<file path="config.mk">
export PLATFORM = sky130hd
export DESIGN_NAME = core_id_dc_stage_flat
export DESIGN_NICKNAME = d
export VERILOG_FILES = /design/src/rtl/core_id_dc_stage_pkg.sv /design/src/rtl/core_id_dc_stage_if.sv /design/src/rtl/core_id_istr_dc2.sv /design/src/rtl/core_id_dc_stage.sv /design/src/flat_wrapper.sv
export SDC_FILE = /design/constraint.sdc
export NUM_CORES = 1
export LEC_CHECK = 0
export BUFFER_PORTS_ARGS = -buffer_cell sky130_fd_sc_hd__buf_2
export CORE_MARGIN = 1.5
export CORE_UTILIZATION = 46
export DETAILED_ROUTE_END_ITERATION = 12
export PLACE_DENSITY = 0.71
export SYNTH_ARGS = -nofsm -noshare
export SYNTH_HDL_FRONTEND = slang
export SYNTH_SLANG_ARGS = --single-unit
</file>
<file path="constraint.sdc">
create_clock -name clk -period 6.95 [get_ports clk]
set_clock_uncertainty 0.05 [all_clocks]
set_input_delay 0 -clock clk [delete_from_list [all_inputs] [get_ports clk]]
set_output_delay 0 -clock clk [all_outputs]
set_load 0.03 [all_outputs]
</file>
<file path="src/rtl/core_id_dc_stage_pkg.sv">
// Shared types and encoding constants for the instruction-decode stage.
// Includes the one-hot decode-info struct and the immediate-format enum.
package core_id_dc_stage_pkg;

    localparam logic [6:0] OPC_LUI   = 7'b0110111;
    localparam logic [6:0] OPC_AUIPC = 7'b0010111;
    localparam logic [6:0] OPC_JAL   = 7'b1101111;
    localparam logic [6:0] OPC_JALR  = 7'b1100111;
    localparam logic [6:0] OPC_BR    = 7'b1100011;
    localparam logic [6:0] OPC_LD    = 7'b0000011;
    localparam logic [6:0] OPC_SD    = 7'b0100011;
    localparam logic [6:0] OPC_IA    = 7'b0010011;
    localparam logic [6:0] OPC_RA    = 7'b0110011;
    localparam logic [6:0] OPC_FENCE = 7'b0001111;
    localparam logic [6:0] OPC_SYS   = 7'b1110011;

    localparam logic [6:0] ISTR_M_FUNCT7   = 7'b0000001;
    localparam logic [6:0] ISTR_SRA_FUNCT7 = 7'b0100000;

    localparam logic [31:0] ISTR_ECALL  = 32'h0000_0073;
    localparam logic [31:0] ISTR_EBREAK = 32'h0010_0073;
    localparam logic [31:0] ISTR_MRET   = 32'h3020_0073;
    localparam logic [31:0] ISTR_WFI    = 32'h1050_0073;

    typedef enum logic [2:0] {IMM_NONE, IMM_I, IMM_S, IMM_B, IMM_U, IMM_J} imm_fmt_t;

    typedef struct packed {
        logic istr_is_lui, istr_is_auipc, istr_is_j, istr_is_jr;
        logic istr_is_br_beq, istr_is_br_bne, istr_is_br_blt, istr_is_br_bge, istr_is_br_bltu, istr_is_br_bgeu;
        logic istr_is_ld_lb, istr_is_ld_lh, istr_is_ld_lw, istr_is_ld_lbu, istr_is_ld_lhu;
        logic istr_is_sd_sb, istr_is_sd_sh, istr_is_sd_sw;
        logic istr_is_ia_addi, istr_is_ia_slti, istr_is_ia_sltiu, istr_is_ia_xori, istr_is_ia_ori, istr_is_ia_andi;
        logic istr_is_ia_slli, istr_is_ia_srli, istr_is_ia_srai;
        logic istr_is_ra_add, istr_is_ra_sub, istr_is_ra_sll, istr_is_ra_slt, istr_is_ra_sltu;
        logic istr_is_ra_xor, istr_is_ra_srl, istr_is_ra_sra, istr_is_ra_or, istr_is_ra_and;
        logic istr_is_fence;
        logic istr_is_ecall, istr_is_ebreak, istr_is_mret, istr_is_wfi;
        logic istr_is_csrrw, istr_is_csrrs, istr_is_csrrc, istr_is_csrrwi, istr_is_csrrsi, istr_is_csrrci;
        logic istr_is_mul, istr_is_mulh, istr_is_mulhsu, istr_is_mulhu;
        logic istr_is_div, istr_is_divu, istr_is_rem, istr_is_remu;
    } istr_dc2_info_t;

endpackage

</file>
<file path="src/rtl/core_id_dc_stage_if.sv">
// Fetch-side and issue-side handshake bundle of the decode stage.
interface core_id_dc_stage_if import core_id_dc_stage_pkg::*; #(
    parameter int PC_W  = 32,
    parameter int DEPTH = 2
);
    localparam int CNT_W = $clog2(DEPTH + 1);

    logic             flush;
    logic             in_valid;
    logic             in_ready;
    logic [31:0]      in_istr;
    logic [PC_W-1:0]  in_pc;
    logic             out_valid;
    logic             out_ready;
    logic [PC_W-1:0]  out_pc;
    logic [31:0]      out_istr;
    istr_dc2_info_t   out_dc_info;
    logic [4:0]       out_rd;
    logic [4:0]       out_rs1;
    logic [4:0]       out_rs2;
    logic [31:0]      out_imm;
    logic             out_illegal;
    logic [CNT_W-1:0] out_cnt;

    modport slave (
        input  flush, in_valid, in_istr, in_pc, out_ready,
        output in_ready, out_valid, out_pc, out_istr, out_dc_info,
               out_rd, out_rs1, out_rs2, out_imm, out_illegal, out_cnt
    );

    modport master (
        output flush, in_valid, in_istr, in_pc, out_ready,
        input  in_ready, out_valid, out_pc, out_istr, out_dc_info,
               out_rd, out_rs1, out_rs2, out_imm, out_illegal, out_cnt
    );
endinterface

</file>
<file path="src/rtl/core_id_istr_dc2.sv">
// Combinational RV32I(+M) decoder: one-hot flags, register indices, immediate, illegal.
module core_id_istr_dc2 import core_id_dc_stage_pkg::*; #(
    parameter bit EN_M   = 1'b1,
    parameter bit EN_CHK = 1'b1
) (
    input  logic [31:0]    istr,
    output istr_dc2_info_t dc_info,
    output logic [4:0]     rd,
    output logic [4:0]     rs1,
    output logic [4:0]     rs2,
    output logic [31:0]    imm,
    output logic           illegal
);
    logic [6:0]     opc, f7;
    logic [2:0]     f3;
    istr_dc2_info_t dc;
    logic           bad;
    imm_fmt_t       fmt;

    assign opc = istr[6:0];
    assign f3  = istr[14:12];
    assign f7  = istr[31:25];
    assign rd  = istr[11:7];
    assign rs1 = istr[19:15];
    assign rs2 = istr[24:20];

    always_comb begin
        dc  = '0;
        bad = 1'b0;
        fmt = IMM_NONE;
        case (opc)
            OPC_LUI:   begin dc.istr_is_lui = 1'b1;   fmt = IMM_U; end
            OPC_AUIPC: begin dc.istr_is_auipc = 1'b1; fmt = IMM_U; end
            OPC_JAL:   begin dc.istr_is_j = 1'b1;     fmt = IMM_J; end
            OPC_JALR:  begin dc.istr_is_jr = 1'b1;    fmt = IMM_I; end
            OPC_FENCE: dc.istr_is_fence = 1'b1;
            OPC_BR: begin
                fmt = IMM_B;
                case (f3)
                    3'b000:  dc.istr_is_br_beq  = 1'b1;
                    3'b001:  dc.istr_is_br_bne  = 1'b1;
                    3'b100:  dc.istr_is_br_blt  = 1'b1;
                    3'b101:  dc.istr_is_br_bge  = 1'b1;
                    3'b110:  dc.istr_is_br_bltu = 1'b1;
                    3'b111:  dc.istr_is_br_bgeu = 1'b1;
                    default: bad = 1'b1;
                endcase
            end
            OPC_LD: begin
                fmt = IMM_I;
                case (f3)
                    3'b000:  dc.istr_is_ld_lb  = 1'b1;
                    3'b001:  dc.istr_is_ld_lh  = 1'b1;
                    3'b010:  dc.istr_is_ld_lw  = 1'b1;
                    3'b100:  dc.istr_is_ld_lbu = 1'b1;
                    3'b101:  dc.istr_is_ld_lhu = 1'b1;
                    default: bad = 1'b1;
                endcase
            end
            OPC_SD: begin
                fmt = IMM_S;
                case (f3)
                    3'b000:  dc.istr_is_sd_sb = 1'b1;
                    3'b001:  dc.istr_is_sd_sh = 1'b1;
                    3'b010:  dc.istr_is_sd_sw = 1'b1;
                    default: bad = 1'b1;
                endcase
            end
            OPC_IA: begin
                fmt = IMM_I;
                case (f3)
                    3'b000: dc.istr_is_ia_addi  = 1'b1;
                    3'b010: dc.istr_is_ia_slti  = 1'b1;
                    3'b011: dc.istr_is_ia_sltiu = 1'b1;
                    3'b100: dc.istr_is_ia_xori  = 1'b1;
                    3'b110: dc.istr_is_ia_ori   = 1'b1;
                    3'b111: dc.istr_is_ia_andi  = 1'b1;
                    3'b001: if (f7 == 7'd0) dc.istr_is_ia_slli = 1'b1; else bad = 1'b1;
                    default: begin
                        if (f7 == 7'd0)                 dc.istr_is_ia_srli = 1'b1;
                        else if (f7 == ISTR_SRA_FUNCT7) dc.istr_is_ia_srai = 1'b1;
                        else                            bad = 1'b1;
                    end
                endcase
            end
            OPC_RA: begin
                if (f7 == 7'd0) begin
                    case (f3)
                        3'b000:  dc.istr_is_ra_add  = 1'b1;
                        3'b001:  dc.istr_is_ra_sll  = 1'b1;
                        3'b010:  dc.istr_is_ra_slt  = 1'b1;
                        3'b011:  dc.istr_is_ra_sltu = 1'b1;
                        3'b100:  dc.istr_is_ra_xor  = 1'b1;
                        3'b101:  dc.istr_is_ra_srl  = 1'b1;
                        3'b110:  dc.istr_is_ra_or   = 1'b1;
                        default: dc.istr_is_ra_and  = 1'b1;
                    endcase
                end else if (f7 == ISTR_SRA_FUNCT7 && f3 == 3'b000) begin
                    dc.istr_is_ra_sub = 1'b1;
                end else if (f7 == ISTR_SRA_FUNCT7 && f3 == 3'b101) begin
                    dc.istr_is_ra_sra = 1'b1;
                end else if (f7 == ISTR_M_FUNCT7 && EN_M) begin
                    case (f3)
                        3'b000:  dc.istr_is_mul    = 1'b1;
                        3'b001:  dc.istr_is_mulh   = 1'b1;
                        3'b010:  dc.istr_is_mulhsu = 1'b1;
                        3'b011:  dc.istr_is_mulhu  = 1'b1;
                        3'b100:  dc.istr_is_div    = 1'b1;
                        3'b101:  dc.istr_is_divu   = 1'b1;
                        3'b110:  dc.istr_is_rem    = 1'b1;
                        default: dc.istr_is_remu   = 1'b1;
                    endcase
                end else begin
                    bad = 1'b1;
                end
            end
            OPC_SYS: begin
                fmt = IMM_I;
                case (f3)
                    3'b000: begin
                        case (istr)
                            ISTR_ECALL:  dc.istr_is_ecall  = 1'b1;
                            ISTR_EBREAK: dc.istr_is_ebreak = 1'b1;
                            ISTR_MRET:   dc.istr_is_mret   = 1'b1;
                            ISTR_WFI:    dc.istr_is_wfi    = 1'b1;
                            default:     bad = 1'b1;
                        endcase
                    end
                    3'b001:  dc.istr_is_csrrw  = 1'b1;
                    3'b010:  dc.istr_is_csrrs  = 1'b1;
                    3'b011:  dc.istr_is_csrrc  = 1'b1;
                    3'b101:  dc.istr_is_csrrwi = 1'b1;
                    3'b110:  dc.istr_is_csrrsi = 1'b1;
                    3'b111:  dc.istr_is_csrrci = 1'b1;
                    default: bad = 1'b1;
                endcase
            end
            default: bad = 1'b1;
        endcase

        case (fmt)
            IMM_I:   imm = {{20{istr[31]}}, istr[31:20]};
            IMM_S:   imm = {{20{istr[31]}}, istr[31:25], istr[11:7]};
            IMM_B:   imm = {{19{istr[31]}}, istr[31], istr[7], istr[30:25], istr[11:8], 1'b0};
            IMM_U:   imm = {istr[31:12], 12'h000};
            IMM_J:   imm = {{11{istr[31]}}, istr[31], istr[19:12], istr[20], istr[30:21], 1'b0};
            default: imm = 32'h0;
        endcase

        // The consumer traps on illegal, so its flags are cleared to avoid side effects.
        illegal = (opc[1:0] != 2'b11) || (EN_CHK && bad);
        dc_info = illegal ? '0 : dc;
    end
endmodule

</file>
<file path="src/rtl/core_id_dc_stage.sv">
// Decode stage: decodes each fetched instruction and buffers it in a DEPTH-entry FIFO.
module core_id_dc_stage import core_id_dc_stage_pkg::*; #(
    parameter int PC_W   = 32,
    parameter int DEPTH  = 2,
    parameter bit EN_M   = 1'b1,
    parameter bit EN_CHK = 1'b1
) (
    input logic               clk,
    input logic               rst,
    core_id_dc_stage_if.slave bus
);
    localparam int PTR_W = $clog2(DEPTH);
    localparam int CNT_W = $clog2(DEPTH + 1);
    localparam logic [CNT_W-1:0] FULL = CNT_W'(DEPTH);

    typedef struct packed {
        logic [31:0]    istr;
        logic [PC_W-1:0] pc;
        istr_dc2_info_t dc_info;
        logic [4:0]     rd;
        logic [4:0]     rs1;
        logic [4:0]     rs2;
        logic [31:0]    imm;
        logic           illegal;
    } entry_t;

    entry_t           mem_q [DEPTH];
    entry_t           mem_d [DEPTH];
    entry_t           wr_entry, head;
    logic [PTR_W-1:0] rd_ptr_q, rd_ptr_d, wr_ptr_q, wr_ptr_d;
    logic [CNT_W-1:0] cnt_q, cnt_d;
    logic             push, pop;

    core_id_istr_dc2 #(.EN_M(EN_M), .EN_CHK(EN_CHK)) u_dc (
        .istr    (bus.in_istr),
        .dc_info (wr_entry.dc_info),
        .rd      (wr_entry.rd),
        .rs1     (wr_entry.rs1),
        .rs2     (wr_entry.rs2),
        .imm     (wr_entry.imm),
        .illegal (wr_entry.illegal)
    );
    assign wr_entry.istr = bus.in_istr;
    assign wr_entry.pc   = bus.in_pc;

    assign bus.in_ready  = (cnt_q != FULL);
    assign bus.out_valid = (cnt_q != '0);
    assign push = bus.in_valid && bus.in_ready && !bus.flush;
    assign pop  = bus.out_valid && bus.out_ready && !bus.flush;

    always_comb begin
        rd_ptr_d = rd_ptr_q;
        wr_ptr_d = wr_ptr_q;
        cnt_d    = cnt_q;
        mem_d    = mem_q;
        if (bus.flush) begin
            rd_ptr_d = '0;
            wr_ptr_d = '0;
            cnt_d    = '0;
        end else begin
            if (push) begin
                mem_d[wr_ptr_q] = wr_entry;
                wr_ptr_d        = wr_ptr_q + 1'b1;
            end
            if (pop) rd_ptr_d = rd_ptr_q + 1'b1;
            case ({push, pop})
                2'b10:   cnt_d = cnt_q + 1'b1;
                2'b01:   cnt_d = cnt_q - 1'b1;
                default: cnt_d = cnt_q;
            endcase
        end
    end

    always_ff @(posedge clk) begin
        if (rst) begin
            rd_ptr_q <= '0;
            wr_ptr_q <= '0;
            cnt_q    <= '0;
        end else begin
            rd_ptr_q <= rd_ptr_d;
            wr_ptr_q <= wr_ptr_d;
            cnt_q    <= cnt_d;
        end
    end

    // Payload storage needs no reset; it is only observed behind out_valid.
    always_ff @(posedge clk) mem_q <= mem_d;

    assign head            = mem_q[rd_ptr_q];
    assign bus.out_pc      = head.pc;
    assign bus.out_istr    = head.istr;
    assign bus.out_dc_info = head.dc_info;
    assign bus.out_rd      = head.rd;
    assign bus.out_rs1     = head.rs1;
    assign bus.out_rs2     = head.rs2;
    assign bus.out_imm     = head.imm;
    assign bus.out_illegal = head.illegal;
    assign bus.out_cnt     = cnt_q;
endmodule
</file>
<file path="src/flat_wrapper.sv">
// flat-port wrapper written by rule: the top's interface ports become plain ports
module core_id_dc_stage_flat import core_id_dc_stage_pkg::*;
#(
    parameter int PC_W   = 32,
    parameter int DEPTH  = 2,
    parameter bit EN_M   = 1'b1,
    parameter bit EN_CHK = 1'b1
)
  (clk, rst, bus_flush, bus_in_valid, bus_in_istr, bus_in_pc, bus_out_ready, bus_in_ready, bus_out_valid, bus_out_pc, bus_out_istr, bus_out_dc_info, bus_out_rd, bus_out_rs1, bus_out_rs2, bus_out_imm, bus_out_illegal, bus_out_cnt);
  core_id_dc_stage_if #(.PC_W(PC_W), .DEPTH(DEPTH)) bus_i ();
  input logic clk;
  input logic rst;
  input wire logic [$bits(bus_i.flush)-1:0] bus_flush;
  input wire logic [$bits(bus_i.in_valid)-1:0] bus_in_valid;
  input wire logic [$bits(bus_i.in_istr)-1:0] bus_in_istr;
  input wire logic [$bits(bus_i.in_pc)-1:0] bus_in_pc;
  input wire logic [$bits(bus_i.out_ready)-1:0] bus_out_ready;
  output wire logic [$bits(bus_i.in_ready)-1:0] bus_in_ready;
  output wire logic [$bits(bus_i.out_valid)-1:0] bus_out_valid;
  output wire logic [$bits(bus_i.out_pc)-1:0] bus_out_pc;
  output wire logic [$bits(bus_i.out_istr)-1:0] bus_out_istr;
  output wire logic [$bits(bus_i.out_dc_info)-1:0] bus_out_dc_info;
  output wire logic [$bits(bus_i.out_rd)-1:0] bus_out_rd;
  output wire logic [$bits(bus_i.out_rs1)-1:0] bus_out_rs1;
  output wire logic [$bits(bus_i.out_rs2)-1:0] bus_out_rs2;
  output wire logic [$bits(bus_i.out_imm)-1:0] bus_out_imm;
  output wire logic [$bits(bus_i.out_illegal)-1:0] bus_out_illegal;
  output wire logic [$bits(bus_i.out_cnt)-1:0] bus_out_cnt;
  assign bus_i.flush = bus_flush;
  assign bus_i.in_valid = bus_in_valid;
  assign bus_i.in_istr = bus_in_istr;
  assign bus_i.in_pc = bus_in_pc;
  assign bus_i.out_ready = bus_out_ready;
  assign bus_in_ready = bus_i.in_ready;
  assign bus_out_valid = bus_i.out_valid;
  assign bus_out_pc = bus_i.out_pc;
  assign bus_out_istr = bus_i.out_istr;
  assign bus_out_dc_info = bus_i.out_dc_info;
  assign bus_out_rd = bus_i.out_rd;
  assign bus_out_rs1 = bus_i.out_rs1;
  assign bus_out_rs2 = bus_i.out_rs2;
  assign bus_out_imm = bus_i.out_imm;
  assign bus_out_illegal = bus_i.out_illegal;
  assign bus_out_cnt = bus_i.out_cnt;
  core_id_dc_stage #(.PC_W(PC_W), .DEPTH(DEPTH), .EN_M(EN_M), .EN_CHK(EN_CHK)) u_core (.clk(clk), .rst(rst), .bus(bus_i));
endmodule
</file>
==> results of run 1 <==
==> synthesized netlist by cell type, types with 2 or more instances <==
library cell	instances
a22o_1	5
a21oi_1	9
a21o_1	20
clkbuf_1	28
and2_1	7
nor4_1	3
nor3b_1	2
nor2b_1	4
xor2_1	2
nand2_1	14
nand3_1	8
mux2_2	153
nand3b_1	2
edfxtp_1	306
or3_1	3
nor2_1	62
or4_4	2
nand2b_1	5
a31oi_1	2
nor3_1	21
xnor2_1	4
dfxtp_1	4
buf_6	2
buf_4	15
inv_1	5
o21ai_0	8
==> state kept, by name, summed over array words and instances (netlist names) <==
name                cells
u_core.rd_ptr_q         1
u_core.mem_q          306
u_core.bus.out_cnt      2
u_core.wr_ptr_q         1
==> power breakdown <==
group / leakage [nW] / switching [mW] / total [mW] / internal, mW
Sequential: 2.82 / 0.0109 / 2.10 / 2.09
Clock: 0.515 / 0.685 / 1.70 / 1.02
Combinational: 2.51 / 0.187 / 0.289 / 0.103
Total: 5.85 / 0.883 / 4.09 / 3.21
==> worst register-to-register path, cell delays in order (launching register included) <==
cell      delay, ns
dfxtp_1        0.42
nand2b_1       0.15
nand3b_1       0.26
nor2_4         0.70
buf_12         0.57
==> kinds of logic after synthesis <==
kind of cell    Yosys count
xor+xnor                  6
compound gates           49
mux                     153
simple gates            147
flops                   310
buf+inv                  52
fa+ha+maj                 1
==> through the flow <==
step | setup slack [ns] | instance area, sq um
floorplan | -1.293 | 12430
global placement | 3.990 | 13880
detailed placement | 3.948 | 13880
CTS | 3.433 | 15620
global route | 3.288 | 15620
finish | 3.472 | 15620
==> metal layers <==
layer / global-route usage (%) / up-vias
li1: - / 3352
met3: 5.082 / 40
met4: 5.719 / 0
met1: 26.33 / 3638
met2: 30.91 / 308
met5: 0 / -
==> worst min-delay path by stage <==
stage,slack (ns),from,depth (start not counted),to
after floorplan,0.03,rst,1,u_core.wr_ptr_q
after global placement,0.14,bus_in_pc[14],1,u_core.mem_q[118]
after detailed placement,0.14,bus_in_pc[4],1,u_core.mem_q[276]
after CTS,0.06,bus_in_valid,4,u_core.wr_ptr_q
after global routing,0.12,bus_in_valid,4,u_core.wr_ptr_q
final,0.08,bus_in_valid,4,u_core.wr_ptr_q
==> cell usage in the layout (no fill, tap or decap), drive strengths merged, types with 2 or more instances in the layout <==
master,instances
bufinv,2
nor2,62
a31oi,2
or3,4
dfxtp,4
a21o,20
or4,2
o21ai,8
nor2b,4
buf,245
xnor2,4
edfxtp,306
mux2,153
inv,6
xor2,2
nor4,4
a21oi,9
and2,7
nand3b,2
nand3,9
clkbuf,43
nand2,14
nor3,22
or3b,2
clkinv,11
clkinvlp,3
nand2b,5
a22o,5
nor3b,2
dlygate4sd3,67
==> area by class of cell <==
type	instances	area, sq um
clock buffer	43	925.9
clock inverter	17	138.9
fill	1992	10660
inverter	5	18.77
multi-input combinational	356	2910
sequential	310	9273
tap	335	419.2
timing repair buffer	312	1934
==> flow_summary.yaml, run 1 <==
job:
  drv_cap: 0
timing:
  final.min_clock_period_ns: 3.478
  slew_headroom_pct: 27.34
  tightest_slew_ns: 1.090
  hold_viol: 0
  final-setup-viol-count: 0
  rsz0062_at_grt: "false"
  fin_crit_sh_pct: 50.05
  finalMaxSlewViolations: 0
  max_freq_mhz: 287.5
  fin_hold_ws_ns: 0.07744
  fin_setup_tns_ns: 0
finish:
  antennaDiodeCount: 0
  final_cells: 1378
  area_growth_syn_to_layout_pct: 25.64
  nets: 1089
  utilization_pct: 59.44
  layout-drive-gt1-share_pct: 44.01
detailed_routing:
  dr.pass1.iters: 5
  routed-wl-met2_mm: 12.97
  wire_per_inst_um: 19.75
  ant_nets: 0
  wirelength_mm: 27.21
  drt_iter0_markers: 570
  highest_layer: "met4"
  viasPerCell: 5.325
  vias: 7338
  met1_length_mm: 11.53
  post-route-drc-count: 0
  wl_met3_mm: 2.194
logic_synthesis:
  synth_cell_types: 48
  syn_area_sq_um: 12430
  avgSynthCellArea_sq_um: 17.31
  yosysWarnings: 0
  synthFlopType: "edfxtp_1"
  synth_xor_area_share_pct: 0.4227
  synthAdderAreaFrac_pct: 0.1006
  syn-num-nets: 788
  synthCells: 718
  synth_top_cell_by_area: "edfxtp_1"
  synthMuxAreaShare_pct: 13.86
  synth-edff-count: 306
  synth_top_family_by_area: "multiplexers"
  yosys.area_share.simple_pct: 6.250
  ys_ff_latch: 310
  synth_top_area_share_pct: 73.91
  synth_compound_area_share_pct: 2.657
  ys_seq_area_share_pct: 74.56
  synthArstFlopShare_pct: 0
  synth_area_leaders: "edfxtp_1 (74%), mux2_2 (14%), nor2_1 (1.9%)"
worst_setup_path:
  cp_cell_sequence: "buf_4 > buf_4 > mux2_2 > buf_2"
  startpoint_type: "flop"
  worstSetupPathType: "reg2out"
  critical_path.slowest_cell: "dfxtp_4"
  worstReg2RegEnd: "u_core.mem_q[156]"
  reg2reg_depth: 4
  crit_family: "buffers and inverters"
  max_stage_delay_ns: 0.96
  endpoint_kind: "output port"
  r2r_slack_ns: 4.24
  path_depth: 4
  r2r-start: "u_core.bus.out_cnt[0]"
  cp.required_ns: 6.90
  cp-endpoint: "bus_out_dc_info[51]"
  crit_start: "u_core.rd_ptr_q"
  crit_buf_inv: 3
  arrival_ns: 3.43
  cp_common_cell: "buf_4"
  crit_fanout: 69
placement:
  dp.cells: 1251
  gp_congestion: 0.8235
  io_buffers: 240
  place_hpwl_mm: 16.72
clocking:
  root_buffer: "clkbuf_16"
  worstSkewPairLatency_ns: 0.49
  cts_resized: 0
  hold_buffers: 67
  post-cts-setup-buffers: 0
  cts_max_level: 2
  clk_pin_slew_ns: 0.05
  numCtsBuffers: 34
  cts_tree: "built"
  clockBufferDepth: 3
  cts.sink_count: 310
global_route:
  grt_pass1_vias: 7214
  track_usage_pct: 19.39
  antenna_found_initial: 0
  grt_max_degree: 130
  grt_pass1_wl_mm: 41.57
  grt_overflow_total: 0
floorplanning:
  die_x_um: 167.4
  die_h_um: 167.4
  pin_count: 241
  num_rows: 59
  die_area_sq_um: 28020
  core_sq_um: 26280
  start_util_pct: 47.31
outcome:
  outcome: "finished clean"
power:
  irDropWorstVdd_mv: 0.1803
  p_total_mw: 4.091
  powerDensity_nw_per_um2: 261.9
  p_leak_nw: 5.849
worst_hold_path:
  hp-class: "in2reg"
No activity file was read; power rests on OpenSTA's default activity.
==> inputs of run 2 (changes only) <==
==> constraint.sdc (replaced) <==
create_clock -name clk -period 2.9 [get_ports clk]
set_clock_uncertainty 0.05 [all_clocks]
set_input_delay 0 -clock clk [delete_from_list [all_inputs] [get_ports clk]]
set_output_delay 0 -clock clk [all_outputs]
set_load 0.03 [all_outputs]
==> run 2 against run 1 <==
  * Power is 130% higher
  * Critical endpoint is now bus_out_dc_info[32]
  * Worst hold slack worse by 0.0070 ns
  * Flip-flop and latch count stayed put
  * Routed wire length hardly changed
  * Die area stayed put
  * Global-route usage is 0.27 points lower
  * Combinational power is 140% higher
==> flow_summary.yaml, run 2 (synthesized netlist as in run 1, its figures left out) <==
finish:
  seqCellArea_sq_um: 9278
  utilization_pct: 59.73
  final_common_cell: "edfxtp_1"
  layout-drive-gt1-share_pct: 44.41
  fillers: 2008
  multi_input_area_sq_um: 2923
  top_register: "u_core.mem_q"
  area_growth_syn_to_layout_pct: 26.26
  finalInstanceArea_sq_um: 15700
  nets: 1103
  largest_reg_flops: 306
  final_cell_mix: "edfxtp_1 (306), buf_2 (240), mux2_2 (153)"
  antennaDiodeCount: 0
floorplanning:
  die_h_um: 167.4
  num_rows: 59
  die_area_sq_um: 28020
  start_util_pct: 47.31
  core_sq_um: 26280
  pin_count: 241
  die_x_um: 167.4
timing:
  rsz0062_at_grt: "false"
  final-setup-viol-count: 0
  finalMaxSlewViolations: 0
  max_freq_mhz: 425.2
  final.min_clock_period_ns: 2.352
  hold_viol: 0
  postLayoutSetupSlackWorst_ns: 0.5480
  tightest_slew_ns: 0.8696
  slew_headroom_pct: 41.54
  fin_crit_sh_pct: 81.11
worst_setup_path:
  r2r-start: "u_core.bus.out_cnt[0]"
  crit_fanout: 37
  cp.required_ns: 2.85
  r2r_slack_ns: 0.71
  worstSetupPathType: "reg2out"
  arrival_ns: 2.30
  reg2reg_depth: 8
  startpoint_type: "flop"
  worstReg2RegEnd: "u_core.bus.out_cnt[1]"
  endpoint_kind: "output port"
worst_hold_path:
  hold_depth: 4
  hp-class: "in2reg"
  whs_endpoint: "u_core.wr_ptr_q"
  min-delay-start: "bus_in_valid"
clocking:
  cts_tree: "built"
  clk_pin_slew_ns: 0.05
  post-cts-setup-buffers: 0
  cts.sink_count: 310
  clockBufferDepth: 3
  numCtsBuffers: 35
  cts_max_level: 2
  root_buffer: "clkbuf_16"
  worstSkewPairLatency_ns: 0.50
detailed_routing:
  vias: 7278
  dr.pass1.iters: 5
  post-route-drc-count: 0
  wirelength_mm: 27.21
  drt_iter0_markers: 515
  viasPerCell: 5.232
  wire_per_inst_um: 19.56
  ant_nets: 0
global_route:
  grt_pass1_wl_mm: 40.81
  antenna_found_initial: 0
  track_usage_pct: 19.12
  grt_max_degree: 62
  grt_pass1_vias: 7347
  grt_overflow_total: 0
outcome:
  outcome: "finished clean"
power:
  irDropWorstVdd_mv: 0.4597
  powerDensity_nw_per_um2: 611.0
  p_leak_nw: 5.900
job:
  drv_cap: 0
placement:
  gp_congestion: 0.8091
  dp_slack_ns: 0.9106
  dpl_cell_area_sq_um: 14030
  io_buffers: 240
  place_hpwl_mm: 17.63
==> run 2: cell count changes in the layout (fill, tap and decap cells not counted), sizes merged <==
cell,delta
buf,+12
clkbuf,+4
bufinv,-2
clkinvlp,-3
dlygate4sd3,+1
clkinv,+1
==> run 2: routing by layer <==
layer / wire, um / vias up / track usage [%]
met3: 2055 / 38 / 5.152
met1: 11560 / 3585 / 25.01
met4: 510 / 0 / 5.210
met2: 13090 / 277 / 31.63
li1: - / 3378 / -
met5: 0 / - / 0
==> run 2: critical path, cell delays in order, from the launching register on <==
cell and delay, ns:
dfxtp_4 0.72, buf_4 0.46, mux2_2 0.39, buf_2 0.19
==> run 2: per-stage QoR <==
stage | hold slack, ns | total power [mW] | cells | setup TNS (ns)
global placement | 0.1375 | 5.747 | 1263 | 0
global route | 0.1298 | 9.910 | 1391 | 0
finish | 0.07041 | 9.591 | 1391 | 0
CTS | 0.05919 | 9.684 | 1391 | 0
floorplan | 0.01708 | 5.531 | 718 | -231.30
detailed placement | 0.1411 | 5.757 | 1263 | 0
==> run 2: worst max-delay path by stage <==
stage	startpoint	to	slack (ns)	cells after the start
global placement	bus_in_istr[23]	u_core.mem_q[232]	0.95	6
floorplan	u_core.bus.out_cnt[0]	u_core.mem_q[0]	-0.77	3
finish	u_core.rd_ptr_q	bus_out_dc_info[32]	0.55	3
detailed placement	bus_in_istr[23]	u_core.mem_q[233]	0.91	6
CTS	u_core.rd_ptr_q	bus_out_dc_info[32]	0.53	3
global route	u_core.rd_ptr_q	bus_out_dc_info[38]	0.46	3
==> run 2: repair_timing <==
item	in CTS	in global routing
hold buffers	68	0
resized for setup	0	0
endpoints found under the hold margin	217	0
==> run 2: power breakdown <==
part	switching, mW	total (mW)	leakage, nW	internal, mW
combinational	0.449	0.705	2.59	0.256
sequential	0.0226	5.03	2.82	5.00
clock	1.64	3.86	0.483	2.22
==> run 2: area by class of cell <==
class / instances / share of cell area [%]
multi-input cells: 356 / 18.62
flip-flops and latches: 310 / 59.11
clock buffers: 47 / 5.867
inverters: 5 / 0.1196
repair buffers: 325 / 13.20
well taps: 335 / 2.670
clock inverters: 13 / 0.4145
